$ cat src/rtl/alarm_ring_ctrl_pkg.sv
// Shared state encoding, counter widths and parameter defaults for the alarm ring controller.
package alarm_ring_ctrl_pkg;

    typedef enum logic [1:0] {
        ST_IDLE   = 2'd0,
        ST_RING   = 2'd1,
        ST_SNOOZE = 2'd2
    } state_t;

    localparam int unsigned DEF_ON_FRAMES       = 40;
    localparam int unsigned DEF_PERIOD_FRAMES   = 64;
    localparam int unsigned DEF_TIMEOUT_PERIODS = 30;
    localparam int unsigned DEF_SNOOZE_FRAMES   = 600;
    localparam int unsigned DEF_MAX_SNOOZE      = 3;

    localparam int unsigned PIXEL_Y_W   = 10;
    localparam int unsigned FASE_W      = 6;
    localparam int unsigned PERIODOS_W  = 5;
    localparam int unsigned SNOOZES_W   = 2;
    localparam int unsigned FRAME_CNT_W = 10;

endpackage

$ cat src/rtl/alarm_ring_ctrl_frame_tick.sv
// Frame tick: one-cycle pulse on the first row-0 cycle that follows a non-zero row.
module frame_tick
    import alarm_ring_ctrl_pkg::*;
(
    input  logic                 clk,
    input  logic                 reset,
    input  logic [PIXEL_Y_W-1:0] pixel_y,
    output logic                 tick
);

    logic row_zero;
    logic prev_zero;

    assign row_zero = (pixel_y == '0);

    // Reset to 1 so a frame already sitting on row 0 at release does not tick.
    always_ff @(posedge clk) begin
        if (!reset) begin
            prev_zero <= 1'b1;
        end else begin
            prev_zero <= row_zero;
        end
    end

    assign tick = row_zero && !prev_zero;

endmodule

$ cat src/rtl/alarm_ring_ctrl.sv
// Alarm ring controller: blinks the ring overlay and buzzer, handles stop, snooze and timeout.
module alarm_ring_ctrl
    import alarm_ring_ctrl_pkg::*;
#(
    parameter int unsigned ON_FRAMES       = DEF_ON_FRAMES,
    parameter int unsigned PERIOD_FRAMES   = DEF_PERIOD_FRAMES,
    parameter int unsigned TIMEOUT_PERIODS = DEF_TIMEOUT_PERIODS,
    parameter int unsigned SNOOZE_FRAMES   = DEF_SNOOZE_FRAMES,
    parameter int unsigned MAX_SNOOZE      = DEF_MAX_SNOOZE
) (
    input  logic                 clk,
    input  logic                 reset,
    input  logic [PIXEL_Y_W-1:0] pixel_y,
    input  logic                 fin_cuenta,
    input  logic                 apagar,
    input  logic                 posponer,
    output logic                 activar_alarma,
    output logic                 buzzer,
    output logic                 ring_activo,
    output logic [1:0]           estado
);

    localparam int unsigned ON_CMP_W  = FASE_W + 1;
    localparam int unsigned PER_CMP_W = PERIODOS_W + 1;
    localparam int unsigned SNZ_CMP_W = FRAME_CNT_W + 1;
    localparam int unsigned ON_CLAMP  = (ON_FRAMES > PERIOD_FRAMES) ? PERIOD_FRAMES : ON_FRAMES;

    localparam logic [FASE_W-1:0]    FASE_LAST   = FASE_W'(PERIOD_FRAMES - 1);
    localparam logic [ON_CMP_W-1:0]  ON_LIMIT    = ON_CMP_W'(ON_CLAMP);
    localparam logic [PER_CMP_W-1:0] TIMEOUT_CNT = PER_CMP_W'(TIMEOUT_PERIODS);
    localparam logic [SNZ_CMP_W-1:0] SNOOZE_CNT  = SNZ_CMP_W'(SNOOZE_FRAMES);
    localparam logic [SNOOZES_W-1:0] SNOOZE_MAX  = SNOOZES_W'(MAX_SNOOZE);

    state_t                 state_q, state_n;
    logic [FASE_W-1:0]      fase_q, fase_n;
    logic [PERIODOS_W-1:0]  periodos_q, periodos_n;
    logic [SNOOZES_W-1:0]   snoozes_q, snoozes_n;
    logic [FRAME_CNT_W-1:0] frame_cnt_q, frame_cnt_n;
    logic                   alarm_n;
    logic                   tick;

    frame_tick u_frame_tick (
        .clk     (clk),
        .reset   (reset),
        .pixel_y (pixel_y),
        .tick    (tick)
    );

    // State and counter registers; outputs are registered from the next-state values.
    always_ff @(posedge clk) begin
        if (!reset) begin
            state_q        <= ST_IDLE;
            fase_q         <= '0;
            periodos_q     <= '0;
            snoozes_q      <= '0;
            frame_cnt_q    <= '0;
            activar_alarma <= 1'b0;
            buzzer         <= 1'b0;
            ring_activo    <= 1'b0;
        end else begin
            state_q        <= state_n;
            fase_q         <= fase_n;
            periodos_q     <= periodos_n;
            snoozes_q      <= snoozes_n;
            frame_cnt_q    <= frame_cnt_n;
            activar_alarma <= alarm_n;
            buzzer         <= alarm_n;
            ring_activo    <= (state_n != ST_IDLE);
        end
    end

    assign estado = state_q;

    // Next-state decode; priority is apagar, then posponer, then frame-tick events.
    always_comb begin
        state_n     = state_q;
        fase_n      = fase_q;
        periodos_n  = periodos_q;
        snoozes_n   = snoozes_q;
        frame_cnt_n = frame_cnt_q;

        case (state_q)
            ST_IDLE: begin
                if (fin_cuenta) begin
                    state_n    = ST_RING;
                    fase_n     = '0;
                    periodos_n = '0;
                    snoozes_n  = '0;
                end
            end
            ST_RING: begin
                if (apagar) begin
                    state_n = ST_IDLE;
                end else if (posponer && (snoozes_q < SNOOZE_MAX)) begin
                    state_n     = ST_SNOOZE;
                    snoozes_n   = snoozes_q + SNOOZES_W'(1);
                    frame_cnt_n = '0;
                end else if (tick) begin
                    if (fase_q == FASE_LAST) begin
                        fase_n = '0;
                        if ((PER_CMP_W'(periodos_q) + PER_CMP_W'(1)) == TIMEOUT_CNT) begin
                            state_n = ST_IDLE;
                        end else begin
                            periodos_n = periodos_q + PERIODOS_W'(1);
                        end
                    end else begin
                        fase_n = fase_q + FASE_W'(1);
                    end
                end
            end
            ST_SNOOZE: begin
                if (apagar) begin
                    state_n = ST_IDLE;
                end else if (tick) begin
                    frame_cnt_n = frame_cnt_q + FRAME_CNT_W'(1);
                    if ((SNZ_CMP_W'(frame_cnt_q) + SNZ_CMP_W'(1)) == SNOOZE_CNT) begin
                        state_n    = ST_RING;
                        fase_n     = '0;
                        periodos_n = '0;
                    end
                end
            end
            default: begin
                state_n = ST_IDLE;
            end
        endcase

        alarm_n = (state_n == ST_RING) && (ON_CMP_W'(fase_n) < ON_LIMIT);
    end

endmodule

$ cat config.mk
export PLATFORM = sky130hd
export DESIGN_NAME = alarm_ring_ctrl
export DESIGN_NICKNAME = d
export VERILOG_FILES = /design/src/rtl/alarm_ring_ctrl_pkg.sv /design/src/rtl/alarm_ring_ctrl_frame_tick.sv /design/src/rtl/alarm_ring_ctrl.sv
export SDC_FILE = /design/constraint.sdc
export NUM_CORES = 1
export LEC_CHECK = 0
export CAP_MARGIN = 20
export CORE_MARGIN = 8
export CORE_UTILIZATION = 55
export DETAILED_ROUTE_END_ITERATION = 8
export GPL_TIMING_DRIVEN = 0
export PLACE_DENSITY = 0.79
export SLEW_MARGIN = 10
export SYNTH_ARGS = -nofsm -noshare
export SYNTH_HDL_FRONTEND = slang
export SYNTH_SLANG_ARGS = --single-unit
$ cat constraint.sdc
create_clock -name clk -period 5.05 [get_ports clk]
set_input_delay 1.01 -clock clk [delete_from_list [all_inputs] [get_ports clk]]
set_output_delay 1.01 -clock clk [all_outputs]
set_load 0.02 [all_outputs]
==> flow_summary.toml <==
[status]
status = "finished clean"

[timing]
slew_headroom = 0.536
finalCriticalPeriod_ps = 3590
finalClockSkew_ps = 2.62
final-hold-violation-count = 0
fmax_mhz = 279
tns_ps = 0
tightest_slew_ps = 688
whs_ps = 493
rsz0062_at_grt = "false"
fin_crit_sh = 0.710
setup_viol_count_final = 0
maxSlewViolCount = 0

[pwr]
power.density_nw_per_um2 = 185
p_leak_nw = 0.673
vdd_drop_max_mv = 0.0997

[logic_synthesis]
syn_area_um2 = 1730
synth-edff-count = 0
yosys_most_used_dff = "dfxtp_1"
syn_area_per_cell_um2 = 7.75
synthArstFlopShare = 0
syn_nets = 243
seq_area_frac_synth = 0.324
ys_warn_count = 0
synth_cells = 223
yosysUniqueCellTypes = 49
ys_seq_elements = 28

[worst_setup_path]
worstRegToRegCells = 7
cp-startpoint = "pixel_y[5]"
regToRegSetupSlack_ps = 2280
reg2reg_to = "periodos_q[1]$_SDFFE_PN0P_"
critPathKind = "in -> reg"
critPathMaxFanout = 9
timing.rr.start = "frame_cnt_q[0]$_SDFFE_PN0P_"
start_kind = "primary input"
cp.arrival_ps = 3850
setup.worst_path.end_class = "flop"
worstPathRequired_ps = 5320

[clocking]
cts_tree = "yes"
htreeDepth = 1
cts_resized = 0
clock-sinks = 28
clockBufferDepth = 2
worstSkewPairLatency_ps = 320
cts_buffers = 3
cts_root_buffer = "clkbuf_4"
clk_pin_slew_ps = 140
post_cts_buffers = 0
ctsHoldBuffers = 0

[floorplan]
ioPinCount = 20
core_area_um2 = 3030
fp.dieH_um = 72.1
start_util = 0.571
std_cell_rows = 20
die_w_um = 72.1
dieArea_um2 = 5190

[drt]
first_pass_iters = 4
drtAntennaViolNets = 0
routed_wl_um = 4170
wire_per_inst_um = 14.5
via_per_inst = 6.00
drc_errors = 0
drt_iter0_drc = 157
vias = 1728

[grt]
grt_overflow = 0
grt_pass1_vias = 1585
track_usage = 0.165
grt_max_degree = 15
grt_pass1_wl_um = 7100
antenna_found_initial = 0

[place]
gp_congestion = 0.877
io_buffer_count = 18
dpl.hpwl_um = 3060
dp_cells = 285

[layout]
drive_gt1_frac = 0.0697
fin_util = 0.656
n_antenna_cell = 0
fillers = 278
final_cells = 288
ff_latch_area_um2 = 561
area_growth_pct = 14.9
final_net_count = 266
multi_input_area_um2 = 1090

[worst_hold_path]
whs_endpoint = "fase_q[1]$_SDFFE_PN0P_"
min_from = "fase_q[1]$_SDFFE_PN0P_"
hold_path.class = "reg -> reg"
whs_path_depth = 2

[run]
maxCapViolCount = 0
per-stage QoR:
stage | power [W] | setup slack, ps | instance area (um^2)
floorplan | 0.000258 | 1790 | 1730
global placement | 0.000280 | 1180 | 1960
detailed placement | 0.000281 | 1160 | 1960
CTS | 0.000374 | 1520 | 1990
global route | 0.000385 | 1360 | 1990
finish | 0.000367 | 1460 | 1990
state kept, by name (all words and copies together) (netlist names):
signal / cells
frame_cnt_q: 10
fase_q: 6
periodos_q: 5
estado: 2
snoozes_q: 2
buzzer: 1
ring_activo: 1
u_frame_tick.prev_zero: 1
synthesized netlist by cell type (2+ instances only):
library cell	count	area, um^2
and3_1	4	25.0
o2111ai_1	3	26.3
nor3_1	7	35.0
nor2b_1	5	31.3
or4_1	5	37.5
nand3_1	11	55.1
nand4_1	2	12.5
o211ai_1	2	15.0
inv_1	9	33.8
nand2b_1	3	18.8
nor4_1	2	12.5
o31ai_1	3	22.5
nand4b_1	2	17.5
mux2i_1	2	20.0
and2_1	4	25.0
o21ai_1	2	10.0
o21ai_0	20	100
ha_1	5	62.6
xor2_1	2	17.5
dfxtp_1	28	561
nor4b_1	2	17.5
nand2_1	14	52.6
a21boi_0	2	15.0
nand3_2	2	20.0
clkbuf_1	7	26.3
or3b_2	3	26.3
a31oi_1	8	50.1
o22ai_1	3	18.8
buf_2	2	10.0
or3_1	4	25.0
a21oi_1	18	90.1
nor2_1	20	75.1
report_power, final:
| part | switching (W) | internal, W |
|---|---|---|
| logic | 0.0000275 | 0.0000232 |
| clock network | 0.0000627 | 0.0000280 |
| registers | 0.00000186 | 0.000224 |
| total | 0.0000921 | 0.000275 |
kinds of logic (layout without fill, tap and decap cells):
kind of cell,count (synthesis),in the layout,share of synthesized area
muxes,2,2,0.0116
adders and majority gates,5,5,0.0362
and+or+nand+nor,95,95,0.314
DFF,28,28,0.324
AOI/OAI and AO/OA,71,71,0.254
xor gates and xnor gates,3,3,0.0152
buffers and inverters,19,40,0.0449
cell type report:
class	count	share of cell area
flip-flops and latches	28	0.282
well taps	44	0.0277
inverters	9	0.0170
multi-input cells	176	0.549
plain buffers	10	0.0220
clock buffers	3	0.0113
repair buffers	18	0.0907
metal layers:
| metal | up-vias | wire [um] | global-route usage |
|---|---|---|---|
| met3 | 7 | 280 | 0.0331 |
| met5 | - | 0 | 0 |
| met1 | 781 | 2080 | 0.227 |
| met2 | 62 | 1750 | 0.250 |
| li1 | 878 | - | - |
| met4 | 0 | 56 | 0.0499 |
how the worst max path moves through the flow:
| stage | slack [ps] | to | cells past startpoint |
|---|---|---|---|
| 2_1_floorplan | 1790 | periodos_q[4]$_SDFFE_PN0P_ | 7 |
| 3_3_place_gp | 1180 | periodos_q[1]$_SDFFE_PN0P_ | 8 |
| 3_5_place_dp | 1160 | periodos_q[1]$_SDFFE_PN0P_ | 8 |
| 4_1_cts | 1520 | periodos_q[1]$_SDFFE_PN0P_ | 8 |
| 5_1_grt | 1360 | periodos_q[1]$_SDFFE_PN0P_ | 8 |
| 6_report | 1460 | periodos_q[1]$_SDFFE_PN0P_ | 8 |
critical path, cell delays in order:
cell and delay (ps):
clkdlybuf4s50_1 400, or4_4 560, nor4_4 490, nand3_2 160, or4_1 480, buf_2 170, a2bb2oi_1 350, mux2i_1 220
placed cells by master, fill, tap and decap left out, types with 4 or more instances in the layout:
master           count
a21oi_1             18
nor2b_1              5
nor3_1               7
nand2_1             14
or3_1                4
clkbuf_1             7
a31oi_1              8
o21ai_0             20
nor2_1              20
clkdlybuf4s50_1     18
or4_1                5
and3_1               4
and2_1               4
ha_1                 5
inv_1                9
dfxtp_1             28
nand3_1             11
Note: power is estimated with default switching activity, not from simulation.
